===== config.mk =====
export PLATFORM = sky130hd
export DESIGN_NAME = tick_scheduler_flat
export DESIGN_NICKNAME = d
export VERILOG_FILES = /design/src/rtl/tick_scheduler_pkg.sv /design/src/rtl/tick_scheduler_if.sv /design/src/rtl/tick_prescaler.sv /design/src/rtl/tick_scheduler.sv /design/src/flat_wrapper.sv
export SDC_FILE = /design/constraint.sdc
export NUM_CORES = 1
export LEC_CHECK = 0
export CORE_AREA = 3 3 90 92
export CTS_BUF_LIST = sky130_fd_sc_hd__clkbuf_4 sky130_fd_sc_hd__clkbuf_8
export CTS_CLUSTER_SIZE = 12
export DETAILED_ROUTE_END_ITERATION = 8
export DIE_AREA = 0 0 93 95
export PLACE_DENSITY = 0.81
export SLEW_MARGIN = 15
export SYNTH_ARGS = -nofsm -noshare
export SYNTH_HDL_FRONTEND = slang
export SYNTH_SLANG_ARGS = --single-unit

===== constraint.sdc =====
create_clock -name clk -period 2.4 [get_ports clk]
set_input_delay 0.48 -clock clk [delete_from_list [all_inputs] [get_ports clk]]
set_output_delay 0.48 -clock clk [all_outputs]
set_load 0.05 [all_outputs]

===== src/rtl/tick_scheduler_pkg.sv =====
// Shared types and constants for the tick scheduler: channel count, rate encoding, channel FSM states.
package tick_sched_pkg;

  localparam int unsigned NUM_CH = 4;

  localparam logic RATE_4HZ = 1'b0;
  localparam logic RATE_1HZ = 1'b1;

  typedef enum logic [1:0] {
    StIdle,
    StRun,
    StDone
  } ch_state_e;

endpackage


===== src/rtl/tick_scheduler_if.sv =====
// Configuration handshake, per-channel stop requests and per-channel status/pulse outputs.
interface tick_scheduler_if;
  import tick_sched_pkg::*;

  logic              cfg_valid;
  logic              cfg_ready;
  logic [1:0]        cfg_ch;
  logic              cfg_rate;
  logic [7:0]        cfg_count;
  logic [NUM_CH-1:0] stop;
  logic [NUM_CH-1:0] ch_tick;
  logic [NUM_CH-1:0] ch_busy;
  logic [NUM_CH-1:0] ch_done;

  modport master (
    output cfg_valid, cfg_ch, cfg_rate, cfg_count, stop,
    input  cfg_ready, ch_tick, ch_busy, ch_done
  );

  modport slave (
    input  cfg_valid, cfg_ch, cfg_rate, cfg_count, stop,
    output cfg_ready, ch_tick, ch_busy, ch_done
  );

endinterface


===== src/rtl/tick_prescaler.sv =====
// Free-running base-tick prescaler producing 4 Hz / 1 Hz strobes and, when
// TICK_SCHED_SQUARE_OUT_EN is defined, matching 50% duty square waves (tied low otherwise).
module tick_prescaler #(
  parameter int unsigned BASE_DIV = 25_000_000
) (
  input  logic clk,
  input  logic rst_n,
  output logic s4,
  output logic s1,
  output logic clk_4hz,
  output logic clk_1hz
);

  localparam int unsigned CntW = $clog2(BASE_DIV);
  localparam logic [CntW-1:0] CntMax = CntW'(BASE_DIV - 1);

  logic [CntW-1:0] cnt_q, cnt_d;
  logic [1:0]      phase_q, phase_d;

  always_comb begin
    s4      = (cnt_q == CntMax);
    s1      = s4 && (phase_q == 2'd3);
    cnt_d   = s4 ? '0 : cnt_q + CntW'(1);
    phase_d = s4 ? phase_q + 2'd1 : phase_q;
  end

  always_ff @(posedge clk or negedge rst_n) begin
    if (!rst_n) begin
      cnt_q   <= '0;
      phase_q <= 2'd0;
    end else begin
      cnt_q   <= cnt_d;
      phase_q <= phase_d;
    end
  end

`ifdef TICK_SCHED_SQUARE_OUT_EN
  localparam logic [CntW-1:0] CntHalf = CntW'(BASE_DIV / 2);

  always_comb begin
    clk_4hz = (cnt_q >= CntHalf);
    clk_1hz = phase_q[1];
  end
`else
  assign clk_4hz = 1'b0;
  assign clk_1hz = 1'b0;
`endif

endmodule


===== src/rtl/tick_scheduler.sv =====
// Four independent tick channels driven by a shared free-running prescaler.
// Square-wave outputs are present only when TICK_SCHED_SQUARE_OUT_EN is defined.
module tick_scheduler
  import tick_sched_pkg::*;
#(
  parameter int unsigned BASE_DIV = 25_000_000
) (
  input  logic             clk,
  input  logic             rst_n,
  tick_scheduler_if.slave  bus,
  output logic             clk_4hz,
  output logic             clk_1hz
);

  logic s4, s1;

  tick_prescaler #(
    .BASE_DIV(BASE_DIV)
  ) u_prescaler (
    .clk     (clk),
    .rst_n   (rst_n),
    .s4      (s4),
    .s1      (s1),
    .clk_4hz (clk_4hz),
    .clk_1hz (clk_1hz)
  );

  ch_state_e         state_q [NUM_CH];
  ch_state_e         state_d [NUM_CH];
  logic [7:0]        rem_q   [NUM_CH];
  logic [7:0]        rem_d   [NUM_CH];
  logic [NUM_CH-1:0] rate_q, rate_d;
  logic [NUM_CH-1:0] tick_q, tick_d;
  logic [NUM_CH-1:0] busy, done, strobe, accept;

  always_comb begin
    for (int i = 0; i < NUM_CH; i++) begin
      busy[i]   = (state_q[i] == StRun);
      done[i]   = (state_q[i] == StDone);
      strobe[i] = (rate_q[i] == RATE_1HZ) ? s1 : s4;
    end
  end

  assign bus.cfg_ready = ~busy[bus.cfg_ch];
  assign accept = (bus.cfg_valid && bus.cfg_ready) ? (NUM_CH'(1) << bus.cfg_ch) : '0;

  always_comb begin
    for (int i = 0; i < NUM_CH; i++) begin
      state_d[i] = state_q[i];
      rem_d[i]   = rem_q[i];
      rate_d[i]  = rate_q[i];
      tick_d[i]  = 1'b0;
      unique case (state_q[i])
        StIdle, StDone: begin
          state_d[i] = StIdle;
          if (accept[i]) begin
            state_d[i] = StRun;
            rate_d[i]  = bus.cfg_rate;
            rem_d[i]   = bus.cfg_count;
          end
        end
        StRun: begin
          // Stop wins over a coincident strobe: no tick, no done.
          if (bus.stop[i]) begin
            state_d[i] = StIdle;
          end else if (strobe[i]) begin
            tick_d[i] = 1'b1;
            if (rem_q[i] == 8'd1) begin
              state_d[i] = StDone;
            end else if (rem_q[i] != 8'd0) begin
              rem_d[i] = rem_q[i] - 8'd1;
            end
          end
        end
        default: state_d[i] = StIdle;
      endcase
    end
  end

  always_ff @(posedge clk or negedge rst_n) begin
    if (!rst_n) begin
      for (int i = 0; i < NUM_CH; i++) begin
        state_q[i] <= StIdle;
        rem_q[i]   <= 8'd0;
      end
      rate_q <= {NUM_CH{RATE_4HZ}};
      tick_q <= '0;
    end else begin
      for (int i = 0; i < NUM_CH; i++) begin
        state_q[i] <= state_d[i];
        rem_q[i]   <= rem_d[i];
      end
      rate_q <= rate_d;
      tick_q <= tick_d;
    end
  end

  assign bus.ch_tick = tick_q;
  assign bus.ch_busy = busy;
  assign bus.ch_done = done;

endmodule


===== src/flat_wrapper.sv =====
// flat-port wrapper written by rule: the top's interface ports become plain ports
module tick_scheduler_flat import tick_sched_pkg::*;
#(
  parameter int unsigned BASE_DIV = 25_000_000
)
  (clk, rst_n, clk_4hz, clk_1hz, bus_cfg_valid, bus_cfg_ch, bus_cfg_rate, bus_cfg_count, bus_stop, bus_cfg_ready, bus_ch_tick, bus_ch_busy, bus_ch_done);
  tick_scheduler_if bus_i ();
  input  logic clk;
  input  logic rst_n;
  output logic clk_4hz;
  output logic clk_1hz;
  input wire logic [$bits(bus_i.cfg_valid)-1:0] bus_cfg_valid;
  input wire logic [$bits(bus_i.cfg_ch)-1:0] bus_cfg_ch;
  input wire logic [$bits(bus_i.cfg_rate)-1:0] bus_cfg_rate;
  input wire logic [$bits(bus_i.cfg_count)-1:0] bus_cfg_count;
  input wire logic [$bits(bus_i.stop)-1:0] bus_stop;
  output wire logic [$bits(bus_i.cfg_ready)-1:0] bus_cfg_ready;
  output wire logic [$bits(bus_i.ch_tick)-1:0] bus_ch_tick;
  output wire logic [$bits(bus_i.ch_busy)-1:0] bus_ch_busy;
  output wire logic [$bits(bus_i.ch_done)-1:0] bus_ch_done;
  assign bus_i.cfg_valid = bus_cfg_valid;
  assign bus_i.cfg_ch = bus_cfg_ch;
  assign bus_i.cfg_rate = bus_cfg_rate;
  assign bus_i.cfg_count = bus_cfg_count;
  assign bus_i.stop = bus_stop;
  assign bus_cfg_ready = bus_i.cfg_ready;
  assign bus_ch_tick = bus_i.ch_tick;
  assign bus_ch_busy = bus_i.ch_busy;
  assign bus_ch_done = bus_i.ch_done;
  tick_scheduler #(.BASE_DIV(BASE_DIV)) u_core (.clk(clk), .rst_n(rst_n), .bus(bus_i), .clk_4hz(clk_4hz), .clk_1hz(clk_1hz));
endmodule

==> impl_metrics.ini, run 1 <==
[status]
status = completed

[power_and_ir_drop]
irDropWorstVdd_mv = 0.346
seqPwrFrac_pct = 49.3
p_sw_share_pct = 32.9
power.switching_w = 0.00103
power.share.clock_pct = 28.7
combPwrFrac_pct = 22.0
p_leak_nw = 2.30
cellPowerDensity_nw_per_um2 = 603
power_w = 0.00314
intPower_w = 0.00211

[setup_path]
cpMaxStageDelayCell = clkdlybuf4s50_1
cp_num_buf_inv = 1
max_stage_delay_ns = 0.81
end_kind = output pin
critPathMaxFanout = 5
path_class = register to output pin
critPathLaunchType = register
crit_arrival_ns = 1.74
crit_family = buffers and inverters
crit_path_cell_trace = nor2b_1, clkdlybuf4s50_1
required_ns = 1.92

[floorplan]
die_y_um = 95
ios = 33
die_area_um2 = 8840
die_w_um = 93
start_util_pct = 60.7
core_area_um2 = 7290
row_count = 31

[timing]
fin_skew_ns = 0.0104
fmax_ghz = 0.450
final.setup.tns_ns = 0
min_period_ns = 2.22
finalSetupViolations = 0
rsz0062_at_grt = false
tightest_slew_ns = 0.634
timing.slew.headroom_pct = 57.4
hold_ws_ns = 0.0470
min_period_over_period_pct = 92.6
slew_viol_final = 0
hold_viol_final = 0

[clock_tree]
cts-root-buf = clkbuf_8
cts_buffer_depth = 2
clk_pin_slew_ns = 0.08
cts_buffers = 9
clock_latency_ns = 0.36
numClockSinks = 75
hold_buffers = 0
htreeDepth = 3
cts_tree = built

[global_route]
grt.total_usage_pct = 28.2
top_usage_layer = met2
antenna_found_initial = 0
met3_usage_pct = 9.24
use_met1_pct = 34.8
grt_pass1_vias = 3899
overflow = 0
grt_max_degree = 36
grt_pass1_wl_mm = 19.2
met2_usage_pct = 45.6

[detailed_routing]
viasPerCell = 6.19
vias = 3953
drcViolationCount = 0
drt-initial-drc-count = 269
wl_per_cell_um = 17.8
first_pass_iters = 7
drt-total-wl_mm = 11.4
ant_nets = 0

[logic_synthesis]
netlist.area_leader.share_pct = 42.4
yosys_warnings = 0
synth_cell_types = 74
synth_edf_count = 0
synth_ff_type = dfrtp_1
ys_seq_area_share_pct = 42.4
synth_top_area_cell = dfrtp_1
synth.avg_cell_area_um2 = 9.34
syn_inst = 474
post_synth_main_area_contributors = dfrtp_1, nand2_1, nor2_1
netlist_area_um2 = 4430
async_flop_share_pct = 100
synth_seq_cells = 75

[cells_and_area]
area_growth_pct = 17.7
num-nets-final = 567
utilization_pct = 71.4
layout-drive-gt1-share_pct = 15.7
diodes = 0
regArea_um2 = 1880
multi_input_area_um2 = 2420
n_fill_cell = 573

[place]
port-buffer-count = 30
dp_hpwl_mm = 8.36
gp_congestion = 0.939

[job]
cap_violations = 0

[worst_hold_path]
hp-class = input port to asynchronous set/reset pin
==> final timing paths <==
kind | startpoint | endpoint | slack [ns] | cells past startpoint
worst max-delay path | u_core.state_q[0] | bus_ch_done[3] | 0.18 | 2
worst min-delay path | rst_n | u_core.rem_q[11] | 0.05 | 1
worst max register to register | u_core.rem_q[8] | u_core.rem_q[14] | 0.23 | 8
worst min register to register | u_core.rate_q[0] | u_core.rate_q[0] | 0.48 | 2
max in group asynchronous | rst_n | u_core.state_q[0] | 1.76 | 2
min in group clk | u_core.rate_q[0] | u_core.rate_q[0] | 0.48 | 2
==> cells in the final DEF (no fill, tap or decap), drive strengths merged, types with 7 or more instances in the layout <==
cell,instances
o211ai,8
nor2,47
dfrtp,75
clkbuf,12
o21ai,14
inv,11
nand2b,7
buf,40
nand4,16
ha,14
xor2,12
nor2b,7
nor4,13
xnor2,8
a21oi,9
clkdlybuf4s50,23
and3,8
nand3,23
nor3,26
nand2,58
==> registers in the layout, indices dropped and copies added (netlist names) <==
signal,cells
u_core.u_prescaler.phase_q,2
u_core.rate_q,4
u_core.state_q,8
u_core.u_prescaler.cnt_q,25
u_core.bus.ch_tick,4
u_core.rem_q,32
==> per-stage QoR <==
step / std cells / cell area [µm²] / setup slack [ns]
final: 639 / 5210 / 0.177
after detailed placement: 622 / 4990 / -0.0598
after global routing: 639 / 5210 / 0.0880
after floorplan: 475 / 4430 / 0.359
after CTS: 638 / 5170 / 0.0131
after global placement: 622 / 4990 / 0.00221
==> final cells by class <==
type	count	share of cell area, %
Timing Repair Buffer	66	10.8
Sequential cell	75	36.0
Clock buffer	12	2.93
Tap cell	99	2.38
Inverter	13	0.937
Clock inverter	4	0.504
Multi-Input combinational cell	370	46.4
==> cells in the mapped netlist, types with 7 or more instances <==
master	count
dfrtp_1	75
nand2_1	58
nor2_1	47
nor3_1	25
nand3_1	23
nand4_1	15
ha_1	14
o21ai_0	13
xor2_1	12
inv_1	11
nor4_1	10
a21oi_1	9
o211ai_1	8
xnor2_1	8
nor2b_1	7
==> power by group through the flow <==
stage	Clock, W	Combinational (W)	Sequential [W]
after detailed placement	0	0.000681	0.00156
after CTS	0.000919	0.000682	0.00154
after global placement	0	0.000657	0.00156
final	0.000902	0.000690	0.00155
after floorplan	0	0.000469	0.00152
after global routing	0.000979	0.000775	0.00157
==> timing repair <==
item | 4_1_cts | 5_1_grt
setup buffers | 0 | 1
gates cloned | 0 | 0
endpoints found under the setup margin | 1 | 14
pin swaps | 0 | 1
gates resized for setup | 1 | 6
==> cells by family after synthesis <==
logic type / share of synthesized area [%]
AOI/OAI and AO/OA: 12.0
xor gates and xnor gates: 3.96
buffers and inverters: 3.65
muxes: 1.41
and+or+nand+nor: 32.5
DFF: 42.4
adders and majority gates: 3.96
other: 0.0847
==> layer usage <==
layer | vias up | part of all wire [%] | routed length, µm
met5 | - | 0 | 0
met4 | 0 | 3.7 | 418
met3 | 36 | 7.0 | 797
met2 | 148 | 49 | 5560
met1 | 1903 | 41 | 4630
li1 | 1866 | - | -
(Power assumes the default switching activity.)
==> run 2, diff against run 1 <==
--- a/config.mk
+++ b/config.mk
@@ -11,6 +11,8 @@
 export DETAILED_ROUTE_END_ITERATION = 8
 export DIE_AREA = 0 0 93 95
 export PLACE_DENSITY = 0.81
+export SKIP_CTS_REPAIR_TIMING = 1
+export SKIP_LAST_GASP = 1
 export SLEW_MARGIN = 15
 export SYNTH_ARGS = -nofsm -noshare
 export SYNTH_HDL_FRONTEND = slang
==> run 2 against run 1 <==
Register-to-register slack barely moved. Sequential cell count did not move. Clock-buffer cell count did not move. Non-clock buffer count did not move. Core utilization rose by 0.052 points. Global-route usage did not move. Routed wire length rose by 0.12%. Critical path type unchanged. Largest power group unchanged.
==> impl_metrics.ini, run 2 (synthesis gave the netlist of run 1 again) <==
[timing]
slew_viol_final = 0
min_period_over_period_pct = 92.6
rsz0062_at_grt = false
fin_skew_ns = 0.0105
finalSetupViolations = 0
fmax_ghz = 0.450
tightest_slew_ns = 0.634
hold_viol_final = 0
min_period_ns = 2.22
timing.slew.headroom_pct = 57.4

[worst_hold_path]
hp-class = input port to asynchronous set/reset pin

[cells_and_area]
regMostFlops = u_core.rem_q
area_growth_pct = 17.8
reg_top3 = u_core.rem_q: 32 flops, u_core.u_prescaler.cnt_q: 25 flops, u_core.state_q: 8 flops
num-nets-final = 567
utilization_pct = 71.5
layout_commonest_cell = dfrtp_1
layout.cells.most_common_list = dfrtp_1, nand2_1, nor2_1, buf_4, nor3_1
layout-drive-gt1-share_pct = 15.7
final_cells = 639
largest_register_ffs = 32
diodes = 0

[global_route]
grt_pass1_vias = 3899
grt.total_usage_pct = 28.2
overflow = 0
antenna_found_initial = 0
grt_max_degree = 36
grt_pass1_wl_mm = 19.2

[clock_tree]
cts_tree = built
cts-root-buf = clkbuf_8
htreeDepth = 3
numClockSinks = 75
clk_pin_slew_ns = 0.08
clock_latency_ns = 0.36
cts_buffers = 9
cts_buffer_depth = 2

[floorplan]
ios = 33
core_area_um2 = 7290
start_util_pct = 60.7
die_w_um = 93
die_y_um = 95
row_count = 31
die_area_um2 = 8840

[setup_path]
required_ns = 1.92
crit_arrival_ns = 1.74
critPathLaunchType = register
path_class = register to output pin
end_kind = output pin
rrSetupSlack_ns = 0.23
critPathMaxFanout = 5

[power_and_ir_drop]
cellPowerDensity_nw_per_um2 = 603
irDropWorstVdd_mv = 0.346
p_leak_nw = 2.31

[place]
dp.cells = 622
port-buffer-count = 30
dp_hpwl_mm = 8.36
gp_congestion = 0.939

[detailed_routing]
wl_per_cell_um = 17.9
viasPerCell = 6.18
ant_nets = 0
first_pass_iters = 5
drt-total-wl_mm = 11.4
drcViolationCount = 0
vias = 3949
drt-initial-drc-count = 273

[job]
cap_violations = 0

[status]
status = completed
## run 2: cell types whose count changed in the layout (fill, tap and decap cells not counted), sizes merged
cell and change:
dlygate4sd2 -1, dlymetal6s2s +1
## run 2: final timing paths
check                                   from                end  depth (start not counted)
max in group asynchronous              rst_n  u_core.state_q[0]                          2
setup / recovery           u_core.state_q[0]     bus_ch_done[3]                          2
hold reg to reg             u_core.rate_q[0]   u_core.rate_q[0]                          2
min in group clk            u_core.rate_q[0]   u_core.rate_q[0]                          2
hold / removal                         rst_n   u_core.rem_q[11]                          1
setup reg to reg             u_core.rem_q[8]   u_core.rem_q[14]                          8
## run 2: area by class of cell
cell class,count,area (µm²)
Clock buffer,12,153
Tap cell,99,124
Sequential cell,75,1880
Clock inverter,4,26.3
Inverter,13,48.8
Multi-Input combinational cell,370,2420
Fill cell,571,2080
Timing Repair Buffer,66,568
## run 2: where the power goes
group	total (W)	internal (W)	switching, W
Combinational	0.000691	0.000289	0.000403
Sequential	0.00155	0.00139	0.000155
Clock	0.000904	0.000425	0.000479
Total	0.00314	0.00211	0.00104
## run 2: critical path, stage by stage (launching register included)
cell and delay [ns]:
dfrtp_1 0.44, nor2b_1 0.13, clkdlybuf4s50_1 0.81
## run 2: routing by layer
layer	track usage (%)	part of all wire, %	wire length (µm)	vias up
met2	45.6	49	5560	143
met1	34.8	41	4640	1905
met5	0	0	0	-
met4	11.8	3.6	408	0
met3	9.24	7.1	809	33
li1	-	-	-	1868
## run 2: through the flow
stage	setup TNS (ns)	area [µm²]	hold WS (ns)	power (W)	worst slack (ns)
6_report	0	5210	0.0461	0.00314	0.177
5_1_grt	0	5210	0.0705	0.00332	0.0880
4_1_cts	-0.0378	5170	0.0645	0.00314	-0.0378
3_5_place_dp	-0.245	4990	0.457	0.00224	-0.0598
3_3_place_gp	0	4990	0.452	0.00221	0.00221
2_1_floorplan	0	4430	0.184	0.00199	0.359
==> run 3, diff against run 2 <==
--- a/config.mk
+++ b/config.mk
@@ -5,6 +5,7 @@
 export SDC_FILE = /design/constraint.sdc
 export NUM_CORES = 1
 export LEC_CHECK = 0
+export CAP_MARGIN = 20
 export CORE_AREA = 3 3 90 92
 export CTS_BUF_LIST = sky130_fd_sc_hd__clkbuf_4 sky130_fd_sc_hd__clkbuf_8
 export CTS_CLUSTER_SIZE = 12
==> results of run 3 <==
No change in the layout: final DEF, timing and power equal those of run 2.
